$ cat src/rtl/gmii_pkg.sv
// Shared types and constants for the GMII transmit framer.
package gmii_pkg;

  typedef enum logic [2:0] {
    ST_IDLE,
    ST_PREAMBLE,
    ST_SFD,
    ST_DATA,
    ST_PAD,
    ST_FCS,
    ST_ABORT,
    ST_GAP
  } state_t;

  localparam logic [7:0]  PREAMBLE     = 8'h55;
  localparam logic [7:0]  SFD          = 8'hD5;
  localparam logic [7:0]  ABORT_CODE   = 8'hFF;
  localparam logic [31:0] CRC_INIT     = 32'hFFFF_FFFF;
  localparam logic [31:0] CRC_POLY     = 32'hEDB8_8320;
  localparam logic [31:0] CRC_RESIDUE  = 32'hC704_DD7B;
  localparam int unsigned PREAMBLE_LEN = 7;

  function automatic logic [13:0] sat_inc(input logic [13:0] v);
    return (v == '1) ? v : v + 14'd1;
  endfunction

  // FCS is the complemented CRC register, least significant byte first.
  function automatic logic [7:0] fcs_byte(input logic [31:0] crc, input logic [1:0] idx);
    logic [31:0] fcs;
    fcs = ~crc;
    return fcs[{idx, 3'b000} +: 8];
  endfunction

endpackage

$ cat src/rtl/crc32_d8.sv
// Combinational one-byte step of the reflected IEEE 802.3 CRC-32.
module crc32_d8
  import gmii_pkg::*;
(
  input  logic [31:0] crc,
  input  logic [7:0]  data,
  output logic [31:0] next_crc
);

  always_comb begin
    next_crc = crc ^ {24'd0, data};
    for (int unsigned i = 0; i < 8; i++) begin
      next_crc = next_crc[0] ? ((next_crc >> 1) ^ CRC_POLY) : (next_crc >> 1);
    end
  end

endmodule

$ cat src/rtl/gmii_tx_framer.sv
// GMII transmit framer: preamble/SFD, payload, zero pad to minimum length,
// CRC-32 FCS, underrun abort and inter-frame gap.
module gmii_tx_framer
  import gmii_pkg::*;
#(
  parameter int MIN_FRAME = 60,
  parameter int IFG       = 12
) (
  input  logic       i_TxClk,
  input  logic       i_Reset,
  input  logic [7:0] i8_Data,
  input  logic       i_Valid,
  input  logic       i_Last,
  input  logic       i_Err,
  output logic       o_Ready,
  output logic [7:0] o8_TxD,
  output logic       o_TxEN,
  output logic       o_TxER,
  output logic       o_Underrun
);

  localparam logic [13:0] MIN_CNT = 14'(MIN_FRAME);
  localparam logic [15:0] GAP_LEN = 16'(IFG);

  state_t      state;
  logic [2:0]  pre_cnt;
  logic [13:0] byte_cnt;
  logic [31:0] crc;
  logic [31:0] crc_next;
  logic [7:0]  crc_data;
  logic [1:0]  fcs_idx;
  logic [15:0] gap_cnt;

  // Ready is only high while a payload byte can be accepted; otherwise
  // the byte entering the CRC is a pad zero.
  assign crc_data = o_Ready ? i8_Data : 8'h00;

  crc32_d8 u_crc (
    .crc      (crc),
    .data     (crc_data),
    .next_crc (crc_next)
  );

  always_ff @(posedge i_TxClk or posedge i_Reset) begin
    if (i_Reset) begin
      state      <= ST_IDLE;
      o_Ready    <= 1'b0;
      o8_TxD     <= '0;
      o_TxEN     <= 1'b0;
      o_TxER     <= 1'b0;
      o_Underrun <= 1'b0;
      pre_cnt    <= '0;
      byte_cnt   <= '0;
      crc        <= CRC_INIT;
      fcs_idx    <= '0;
      gap_cnt    <= '0;
    end else begin
      o_TxER     <= 1'b0;
      o_Underrun <= 1'b0;
      case (state)
        ST_IDLE: begin
          if (i_Valid) begin
            state   <= ST_PREAMBLE;
            o_TxEN  <= 1'b1;
            o8_TxD  <= PREAMBLE;
            pre_cnt <= 3'd1;
          end
        end
        ST_PREAMBLE: begin
          if (pre_cnt == 3'(PREAMBLE_LEN)) begin
            state    <= ST_SFD;
            o8_TxD   <= SFD;
            o_Ready  <= 1'b1;
            crc      <= CRC_INIT;
            byte_cnt <= '0;
          end else begin
            pre_cnt <= pre_cnt + 3'd1;
          end
        end
        // While ready, a byte is accepted or the frame underruns; once the
        // last byte is out, the same path pads and then starts the FCS.
        ST_SFD, ST_DATA, ST_PAD: begin
          if (o_Ready) begin
            if (i_Valid) begin
              state    <= ST_DATA;
              o8_TxD   <= i8_Data;
              o_TxER   <= i_Err;
              crc      <= crc_next;
              byte_cnt <= sat_inc(byte_cnt);
              if (i_Last) o_Ready <= 1'b0;
            end else begin
              state      <= ST_ABORT;
              o8_TxD     <= ABORT_CODE;
              o_TxER     <= 1'b1;
              o_Underrun <= 1'b1;
              o_Ready    <= 1'b0;
            end
          end else if (byte_cnt < MIN_CNT) begin
            state    <= ST_PAD;
            o8_TxD   <= 8'h00;
            crc      <= crc_next;
            byte_cnt <= sat_inc(byte_cnt);
          end else begin
            state   <= ST_FCS;
            o8_TxD  <= fcs_byte(crc, 2'd0);
            fcs_idx <= 2'd1;
          end
        end
        ST_FCS: begin
          // fcs_idx wraps to 0 after the fourth byte has been driven.
          if (fcs_idx == 2'd0) begin
            state   <= ST_GAP;
            o_TxEN  <= 1'b0;
            o8_TxD  <= 8'h00;
            gap_cnt <= 16'd1;
          end else begin
            o8_TxD  <= fcs_byte(crc, fcs_idx);
            fcs_idx <= fcs_idx + 2'd1;
          end
        end
        ST_ABORT: begin
          state   <= ST_GAP;
          o_TxEN  <= 1'b0;
          o8_TxD  <= 8'h00;
          gap_cnt <= 16'd1;
        end
        ST_GAP: begin
          if (gap_cnt >= GAP_LEN) begin
            state <= ST_IDLE;
          end else begin
            gap_cnt <= gap_cnt + 16'd1;
          end
        end
        default: begin
          state   <= ST_IDLE;
          o_TxEN  <= 1'b0;
          o_Ready <= 1'b0;
          o8_TxD  <= 8'h00;
        end
      endcase
    end
  end

endmodule

$ cat config.mk
export PLATFORM = sky130hd
export DESIGN_NAME = gmii_tx_framer
export DESIGN_NICKNAME = d
export VERILOG_FILES = /design/src/rtl/gmii_pkg.sv /design/src/rtl/crc32_d8.sv /design/src/rtl/gmii_tx_framer.sv
export SDC_FILE = /design/constraint.sdc
export NUM_CORES = 1
export LEC_CHECK = 0
export ABC_AREA = 1
export CAP_MARGIN = 20
export CORE_UTILIZATION = 58
export DETAILED_ROUTE_END_ITERATION = 10
export PLACE_DENSITY = 0.83
export SYNTH_ARGS = -nofsm -noshare
export SYNTH_HDL_FRONTEND = slang
export SYNTH_SLANG_ARGS = --single-unit
export TNS_END_PERCENT = 50
$ cat constraint.sdc
create_clock -name i_TxClk -period 2.6 [get_ports i_TxClk]
set_input_delay 0.26 -clock i_TxClk [delete_from_list [all_inputs] [get_ports i_TxClk]]
set_output_delay 0.26 -clock i_TxClk [all_outputs]
set_load 0.01 [all_outputs]
# Word-level counts from Yosys, hierarchy flattened
# Cells that the tools add are included.
dict set report classes {
  shifts 1
  n_div 0
  addsub 4
  bitwise 10
  eq_ne 20
  order_cmp 2
  n_reduce_logical 17
  n_mux 58
  n_mul 0
}
# cell count
set op_table {}
lappend op_table {{two-way mux 32 bit} 12}
lappend op_table {{NOT 13 -> 14 bit} 8}
lappend op_table {{two-way mux 14 bit} 5}
lappend op_table {{one-hot mux 32 bit (2 select lines)} 1}
lappend op_table {{two-way mux 8 bit} 7}
lappend op_table {{one-hot mux 16 bit (3 select lines)} 1}
lappend op_table {{one-hot mux 8 bit (5 select lines)} 1}
lappend op_table {{two-way mux 16 bit} 2}
lappend op_table {{NOT 32 bit} 1}
lappend op_table {{variable part select 32 x 6 -> 8 bit} 1}
lappend op_table {{bitwise XOR 32 x 8 -> 32 bit} 1}
lappend op_table {{one-hot mux 14 bit (2 select lines)} 1}
lappend op_table {{two-way mux 3 bit} 7}
lappend op_table {{inequality test 2 bit (second input constant)} 9}
lappend op_table {{one-hot mux 3 bit (6 select lines)} 1}
lappend op_table {{adder 16 x 1 -> 16 bit (second input constant)} 1}
lappend op_table {{greater-or-equal comparator 16 x 4 -> 1 bit (second input constant)} 1}
lappend op_table {{== test 3 bit (second input constant)} 5}
lappend op_table {{adder 14 x 1 -> 14 bit (second input constant)} 1}
lappend op_table {{== test 14 bit (second input constant)} 1}
lappend op_table {{less-than comparator 14 x 6 -> 1 bit (second input constant)} 1}
lappend op_table {{two-way mux 1 bit} 13}
lappend op_table {{AND reduction 3 bit} 4}
lappend op_table {{AND reduction 4 bit} 3}
lappend op_table {{other kinds (17)} 24}
dict set report word_totals {
  romBits 0
  ramBits 0
  latch_bits 0
  mem_count 0
  inputBits 13
  out_inout_bits 12
  register_bits 82
}

# Logic depth before layout (Yosys ltp)
# Gate-level depths: netlist (run 1).
dict set report depth {
  word_depth 21
  mapped_depth 14
  depth_no_buf 13
}

# Hierarchy
# From an unflattened synthesis (run 1), not the netlist that was laid out.
dict set report unflattened {
  cells_unflattened 854
  hier_area_um2 6013.3
}
# module area_per_inst_um2 n_inst seq_area_each_um2 cells_each
set modules_own_cells {}
lappend modules_own_cells {gmii_tx_framer 4758.3 1 2092.0 636}
lappend modules_own_cells {crc32_d8 1255.0 1 0.0 218}

# Worst setup path before layout (run 1)
# Ideal clock, no wire load.
dict set report synth_path {
  path_type {flip-flop to flip-flop}
  from {register fcs_idx[0]}
  to {register gap_cnt[8]}
  arrival_ns 1.698
  n_path_buf 3
  t_required_ns 2.485
  setup_time_ns 0.115
  slack_ns 0.787
  stages_incl_launch_ff 11
  cell_sequence {dfrtp_1 > buf_2 > inv_1 > clkbuf_1 > ha_1 > nor2_1 > inv_1 > nand2_1 > nor2_2 > buf_6 > nor2_1}
}
dict set report synth_between {
  elab_chain_len 3
}
# element line_no
set synth_lines {}
lappend synth_lines {{from (decl)} gmii_tx_framer.sv:31} ;# logic [1:0] fcs_idx;
lappend synth_lines {{from (signal assigned)} gmii_tx_framer.sv:118} ;# fcs_idx <= fcs_idx + 2'd1;
lappend synth_lines {{zero test 2 bit} gmii_tx_framer.sv:111} ;# if (fcs_idx == 2'd0) begin
lappend synth_lines {{inequality test 2 bit (no source line)} n/a}
lappend synth_lines {{AND reduction 3 bit (no source line)} n/a}
lappend synth_lines {{to (signal assigned)} gmii_tx_framer.sv:131} ;# gap_cnt <= gap_cnt + 16'd1;
lappend synth_lines {{to (decl)} gmii_tx_framer.sv:32} ;# logic [15:0] gap_cnt;
# Every way passes these cells.
# A chain may end at the register's enable or synchronous reset.

# Worst setup path in the final report (run 1)
dict set report layout_path {
  from {register o_Ready}
  to {register crc[25]}
}
dict set report layout_between {
  elab_chain_len 17
  word_cells_on_any_way 22
  classes_between {eq/ne (2); mux (13); bitwise (6); reduce/logical (1)}
}
# element line_no
set layout_lines {}
lappend layout_lines {{from (decl)} gmii_tx_framer.sv:15} ;# output logic o_Ready,
lappend layout_lines {{from (signal assigned)} gmii_tx_framer.sv:47} ;# o_Ready <= 1'b0;
lappend layout_lines {{from (signal assigned)} gmii_tx_framer.sv:73} ;# o_Ready <= 1'b1;
lappend layout_lines {{from (signal assigned)} gmii_tx_framer.sv:90} ;# if (i_Last) o_Ready <= 1'b0;
lappend layout_lines {{two-way mux 8 bit} gmii_tx_framer.sv:36} ;# assign crc_data = o_Ready ? i8_Data : 8'h00;
lappend layout_lines {{bitwise XOR 32 x 8 -> 32 bit} crc32_d8.sv:11} ;# next_crc = crc ^ {24'd0, data};
lappend layout_lines {{two-way mux 32 bit (2 in series)} crc32_d8.sv:13} ;# next_crc = next_crc[0] ? ((next_crc >> 1) ^ CRC_POLY) : (next_crc >> 1);
lappend layout_lines {{NOT 13 -> 14 bit (no source line)} n/a}
lappend layout_lines {{two-way mux 32 bit} crc32_d8.sv:13}
lappend layout_lines {{NOT 13 -> 14 bit (no source line)} n/a}
lappend layout_lines {{two-way mux 32 bit (2 in series)} crc32_d8.sv:13}
lappend layout_lines {{NOT 13 -> 14 bit (no source line)} n/a}
lappend layout_lines {{two-way mux 32 bit} crc32_d8.sv:13}
lappend layout_lines {{NOT 13 -> 14 bit (no source line)} n/a}
lappend layout_lines {{two-way mux 32 bit (2 in series)} crc32_d8.sv:13}
lappend layout_lines {{two-way mux 32 bit (on tied branches)} {gmii_tx_framer.sv:98, gmii_tx_framer.sv:84}}
lappend layout_lines {{two-way mux 32 bit} gmii_tx_framer.sv:83} ;# if (o_Ready) begin
lappend layout_lines {{one-hot mux 32 bit (2 select lines)} gmii_tx_framer.sv:60} ;# case (state)
lappend layout_lines {{to (signal assigned)} gmii_tx_framer.sv:88} ;# crc <= crc_next;
lappend layout_lines {{to (signal assigned)} gmii_tx_framer.sv:101} ;# crc <= crc_next;
lappend layout_lines {{to (decl)} gmii_tx_framer.sv:28} ;# logic [31:0] crc;
# Parallel ways exist; a longest one is shown, timed or not. The select of a mux whose other input is x is not followed.

==> run_results.csv, run 1 <==
group,metric,value,unit
sta,max_clock_freq,445,MHz
yosys,synth-main-ff-cell,"dfrtp_1",
clock_tree,cts_resized,0,
clock_tree,numCtsBuffers,9,
outcome,failed_checks,"DRC",
layout,stdcell_area,5840,µm²
critical_path,crit_type,"reg -> reg",
routing,drt_wl_total,13.5,mm
grt,grt_max_degree,55,
grt,global_route.usage.met1,0.398,
power,power.total,8.44,mW
placed_design,portBuffers,24,
routing,via_count,4863,
yosys,synth-seq-area-share,0.394,
clock_tree,cts_tree,"done",
power,pwr_density_cell,1440,nW/µm²
power,intPower,4.00,mW
sta,fin_crit,2.25,ns
critical_path,startpoint_type,"register",
critical_path,cp.arrival,2.56,ns
sta,hold_violations,0,
floorplan,ios,25,
outcome,status,"finished with violations",
layout,final_common_cell,"nand2_1",
layout,fill_cells,748,
layout,final_cell_mix,"175 x nand2_1, 87 x inv_1, 78 x nand3_1",
power,clkPwrFrac,0.110,
sta,finalSetupTns,0,ns
critical_path,end_kind,"register",
critical_path,critical_path_required,2.91,ns
yosys,syn_avg_cell_area,7.48,µm²
grt,overflow,0,
routing,avgRoutedWirePerCell,15.8,µm
yosys,synth_async_sr_flop_share,1.00,
layout,register_area,2090,µm²
power,power.switching,4.43,mW
floorplan,die_w,97.7,µm
floorplan,start_util,0.604,
sta,clock-skew-final,0.0155,ns
layout,syn_to_final_growth,9.91,%
yosys,synth_top_area_frac,0.235,
grt,grt_pass1_vias,4828,
sta,fin_ws,0.353,ns
grt,use_met3,0.0544,
critical_path,crit_path_max_incr_delay,0.57,ns
run,drv_cap,0,
routing,ant_nets,0,
yosys,synth_edf_count,0,
yosys,yosysTopAreaCell,"dfrtp_1",
power,combPwrFrac,0.630,
grt,grt_use_met2,0.474,
floorplan,core,8810,µm²
critical_path,path_cells,"inv_2 -> nand4_4 -> nand2_2 -> nand3_4 -> nor2_4 -> nand3_1 -> nand2_1 -> inv_1",
yosys,yosys_warnings,0,
routing,routed_via_density,5.73,
power,p_leak,2.83,nW
routing,drcViolationCount,6,
placed_design,hpwl,9.66,mm
floorplan,die_y,97.7,µm
clock_tree,cts_hold_buffers,0,
grt,grt_first_pass_wirelength,22.6,mm
layout,multi_input_area,2730,µm²
clock_tree,clkLatencyLatePin,0.38,ns
sta,fin_crit_sh,0.864,
routing,drtIter0Drc,431,
clock_tree,cts_buffer_depth,2,
sta,worst-slew-pin-transition,0.653,ns
power,switching_share,0.526,
grt,grt-busiest-layer,"met2",
yosys,syn-num-nets,730,
grt,antenna_found_initial,0,
layout,nNetsFinal,755,
clock_tree,cts_max_level,3,
critical_path,critical-path-slowest-cell,"dfrtp_2",
clock_tree,cts_setup_buffers,0,
power,vdd_drop_max,0.000669,V
layout,layout-drive-gt1-share,0.132,
clock_tree,cts.clk_slew.worst_paths,0.10,ns
yosys,synthCells,711,
routing,firstDrtPassIters,10,
sta,setup_violations,0,
placed_design,placed_cell_area,5650,µm²
grt,grtUsageTotal,0.297,
sta,holdWs,0.246,ns
sta,rsz0062_at_grt,"no",
clock_tree,cts_sinks,82,
placed_design,place_ws,0.262,ns
sta,drv_slew,0,
yosys,netlist_area,5320,µm²
worst_hold_path,hold_path_class,"in -> async",
floorplan,die_area,9550,µm²
power,p_seq_frac,0.261,
floorplan,placementRows,34,
critical_path,worst-path-max-fanout,22,
yosys,synth_cell_type_count,46,
yosys,synthTopCellsByArea,"dfrtp_1 24%, dfstp_2 16%, nand2_1 12%, nand3_1 7.3%, inv_1 6.2%",
sta,relSlewSlack,0.565,
layout,diodes,0,
yosys,synth-seq-cells,82,
clock_tree,ctsRootBufferMaster,"clkbuf_8",
placed_design,gp_congestion,0.962,
metal layers:
layer | routed length (µm) | share of wire
met4 | 339 | 0.025
met5 | 0 | 0
met2 | 6280 | 0.47
met1 | 5650 | 0.42
met3 | 1180 | 0.088
cell usage after synthesis (all sizes together) (2+ instances only):
master	n
nand3b	3
a21oi	24
nand3	79
xnor2	13
nand2	185
o211ai	3
o2111ai	7
or2	3
nor2	67
ha	6
buf	16
clkbuf	3
dfstp	32
nand4	3
a22oi	5
o21ai	54
o21a	5
xor2	32
a31oi	6
nor3	8
dfrtp	50
inv	98
o31ai	2
stage by stage:
step                std cells   util
finish                    849  0.663
CTS                       849  0.663
global route              849  0.663
floorplan                 711      -
global placement          833  0.642
detailed placement        833  0.642
worst paths after layout:
kind | slack [ns] | start | cells past startpoint | endpoint
worst max-delay path | 0.35 | o_Ready | 8 | crc[25]
worst min-delay path | 0.25 | i_Reset | 2 | byte_cnt[4]
worst max register to register | 0.35 | o_Ready | 8 | crc[25]
worst min register to register | 0.48 | crc[15] | 2 | crc[15]
max in group asynchronous | 1.62 | i_Reset | 3 | crc[23]
min in group i_TxClk | 0.43 | i_Err | 3 | o_TxER
worst max-delay path, delay by kind of cell (launching register included):
family | cells | cell delay [ns]
DFF | 1 | 0.57
buffers and inverters | 2 | 0.30
and+or+nand+nor | 6 | 1.31
state kept, by name, summed over array words and instances (netlist names):
| name | flops |
|---|---|
| pre_cnt | 3 |
| state | 3 |
| fcs_idx | 2 |
| o_TxER | 1 |
| o_Ready | 1 |
| gap_cnt | 16 |
| byte_cnt | 14 |
| o_TxEN | 1 |
| o_Underrun | 1 |
| crc | 32 |
| o8_TxD | 8 |
power by group through the flow:
stage	sequential, mW	clock, mW	combinational [mW]
floorplan	2.10	0	4.07
global placement	2.20	0	5.04
detailed placement	2.20	0	5.18
CTS	2.18	0.927	5.21
global route	2.25	0.983	5.93
finish	2.20	0.924	5.31
cell families after synthesis:
logic type | after synthesis | share of synthesized area
AO/OA/AOI/OAI | 109 | 0.121
XOR/XNOR | 45 | 0.0756
adder cells (fa/ha/maj) | 6 | 0.0141
buffers and inverters | 118 | 0.0935
flip-flops | 82 | 0.394
AND/OR/NAND/NOR | 351 | 0.303
final cells by class:
cell class | count | area share
Clock inverter | 6 | 0.00921
Inverter | 99 | 0.0643
Timing Repair Buffer | 33 | 0.0548
Sequential cell | 82 | 0.358
Clock buffer | 10 | 0.0236
Multi-Input combinational cell | 511 | 0.467
Tap cell | 108 | 0.0231
Note: power is estimated with default switching activity, not from simulation.
==> run 2, diff against run 1 <==
- CAP_MARGIN: 20 -> default
- DONT_BUFFER_PORTS: default -> 1
- PLACE_DENSITY: 0.83 -> 0.8
- SLEW_MARGIN: default -> 20
==> run_results.csv, run 2 (synthesis gave the netlist of run 1 again) <==
group,metric,value,unit
routing,drcViolationCount,6,
layout,final_cell_mix,"175 x nand2_1, 87 x inv_1, 78 x nand3_1",
clock_tree,ctsRootBufferMaster,"clkbuf_8",
critical_path,r2r-end,"crc[17]",
clock_tree,clkLatencyLatePin,0.36,ns
worst_hold_path,hold_path_class,"in -> reg",
routing,routed_via_density,5.70,
sta,fin_crit,2.35,ns
floorplan,die_y,97.7,µm
placed_design,gp_congestion,0.891,
critical_path,crit_type,"reg -> reg",
floorplan,core,8810,µm²
critical_path,ff2ff_path_depth,12,
clock_tree,cts_setup_buffers,0,
grt,antenna_found_initial,0,
worst_hold_path,hold_start,"i_Err",
grt,grt_first_pass_wirelength,22.1,mm
power,vdd_drop_max,0.000537,V
layout,regMostFlops,"crc",
sta,max_clock_freq,426,MHz
layout,top_regs,"crc x32, gap_cnt x16, byte_cnt x14",
sta,relSlewSlack,0.450,
layout,diodes,0,
critical_path,path_cells,"nand3_1 -> nand2_4 -> inv_1 -> nand2_1 -> nand2_1 -> inv_1 -> nand2_1 -> nand2_1 -> nand3_1 -> nand3_1 -> nand2_1 -> inv_1",
routing,via_count,4743,
layout,final_common_cell,"nand2_1",
critical_path,critical-path-slowest-cell,"dfrtp_1",
run,drv_cap,0,
clock_tree,cts_buffer_depth,2,
layout,syn_to_final_growth,6.24,%
sta,clock-skew-final,0.0126,ns
critical_path,crit_path_max_incr_delay,0.77,ns
clock_tree,cts_tree,"done",
worst_hold_path,hold_depth,2,
floorplan,ios,25,
clock_tree,numCtsBuffers,9,
sta,rsz0062_at_grt,"no",
power,pwr_density_cell,1460,nW/µm²
grt,grt_pass1_vias,4575,
routing,firstDrtPassIters,8,
grt,grtUsageTotal,0.292,
layout,fill_cells,787,
power,p_leak,2.78,nW
routing,avgRoutedWirePerCell,15.9,µm
placed_design,portBuffers,0,
layout,nNetsFinal,738,
clock_tree,cts_max_level,3,
outcome,status,"finished with violations",
outcome,failed_checks,"DRC",
routing,drtIter0Drc,327,
sta,fin_crit_sh,0.902,
layout,largest_register_ffs,32,
critical_path,cp.arrival,2.65,ns
critical_path,timing.rr.start,"o_Ready",
layout,layout-drive-gt1-share,0.141,
critical_path,r2r_slack,0.25,ns
worst_hold_path,min_to,"o_TxER",
sta,worst-slew-pin-transition,0.825,ns
grt,grt_max_degree,47,
routing,ant_nets,0,
sta,drv_slew,0,
critical_path,end_kind,"register",
floorplan,die_w,97.7,µm
routing,drt_wl_total,13.2,mm
critical_path,critical_path_required,2.90,ns
grt,overflow,0,
placed_design,hpwl,9.80,mm
sta,hold_violations,0,
floorplan,die_area,9550,µm²
sta,setup_violations,0,
critical_path,cp_common_cell,"nand2_1",
layout,final_util,0.641,
sta,finalSetupTns,0,ns
clock_tree,cts.clk_slew.worst_paths,0.10,ns
floorplan,placementRows,34,
floorplan,start_util,0.604,
critical_path,startpoint_type,"register",
critical_path,worst-path-max-fanout,21,
clock_tree,cts_sinks,82,
-- run 2: cell count changes in the layout (fill, tap and decap cells not counted), sizes merged --
| cell | previous run | this run |
|---|---|---|
| clkdlybuf4s50 | 24 | 0 |
| buf | 9 | 14 |
| dlygate4sd3 | 0 | 2 |
| clkinv | 3 | 4 |
| clkinvlp | 1 | 0 |
-- run 2: cell type report --
| cell class | instances | area (µm²) | area share |
|---|---|---|---|
| multi-input combinational | 511 | 2730 | 0.483 |
| sequential | 82 | 2090 | 0.370 |
| inverter | 99 | 375 | 0.0665 |
| clock buffer | 10 | 138 | 0.0244 |
| tap | 108 | 135 | 0.0239 |
| timing repair buffer | 16 | 125 | 0.0222 |
| clock inverter | 6 | 55.1 | 0.00975 |
-- run 2: where the power goes --
group	internal (mW)	switching, mW
registers	1.84	0.393
logic	1.64	3.44
clock network	0.394	0.511
-- run 2: worst max-delay path by stage --
stage | startpoint | cells past startpoint | to | slack [ns]
finish | o_Ready | 12 | crc[17] | 0.25
global route | o_Ready | 12 | crc[17] | 0.15
CTS | o_Ready | 12 | crc[17] | 0.31
detailed placement | o_Ready | 12 | crc[17] | 0.32
global placement | o_Ready | 11 | crc[23] | 0.38
floorplan | i_Reset | 1 | byte_cnt[0] | 0.28
-- run 2: timing repair --
action	in CTS	in global routing
hold buffers	2	0
hold endpoints to repair	31	0
gates resized for setup	0	0
-- run 2: per-stage QoR --
step	total power [mW]	cell area, µm²	hold slack, ns	setup slack [ns]	cells
after floorplan	6.17	5320	0.326	0.285	711
after global placement	7.07	5430	0.321	0.375	814
after detailed placement	7.23	5430	0.329	0.324	814
after CTS	8.15	5650	0.00703	0.308	832
after global routing	8.91	5650	0.0482	0.145	832
final	8.22	5650	0.0214	0.254	832
-- run 2: critical path, delay by kind of cell (launching register included) --
kind / cells / cell delay [ns]
buf+inv: 3 / 0.37
simple gates: 9 / 1.16
flops: 1 / 0.77
-- run 2: per-layer routing --
metal  global-route usage  share of wire  vias to the layer above
li1                     -              -                     2303
met5                    0              0                        -
met2                0.469           0.46                      175
met4               0.0921          0.013                        0
met1                0.402           0.44                     2247
met3               0.0565          0.082                       18
==> run 3, diff against run 2 <==
- CAP_MARGIN: default -> 10
==> results of run 3 <==
Same layout as run 2: the final DEF is identical, and so are final timing and power.
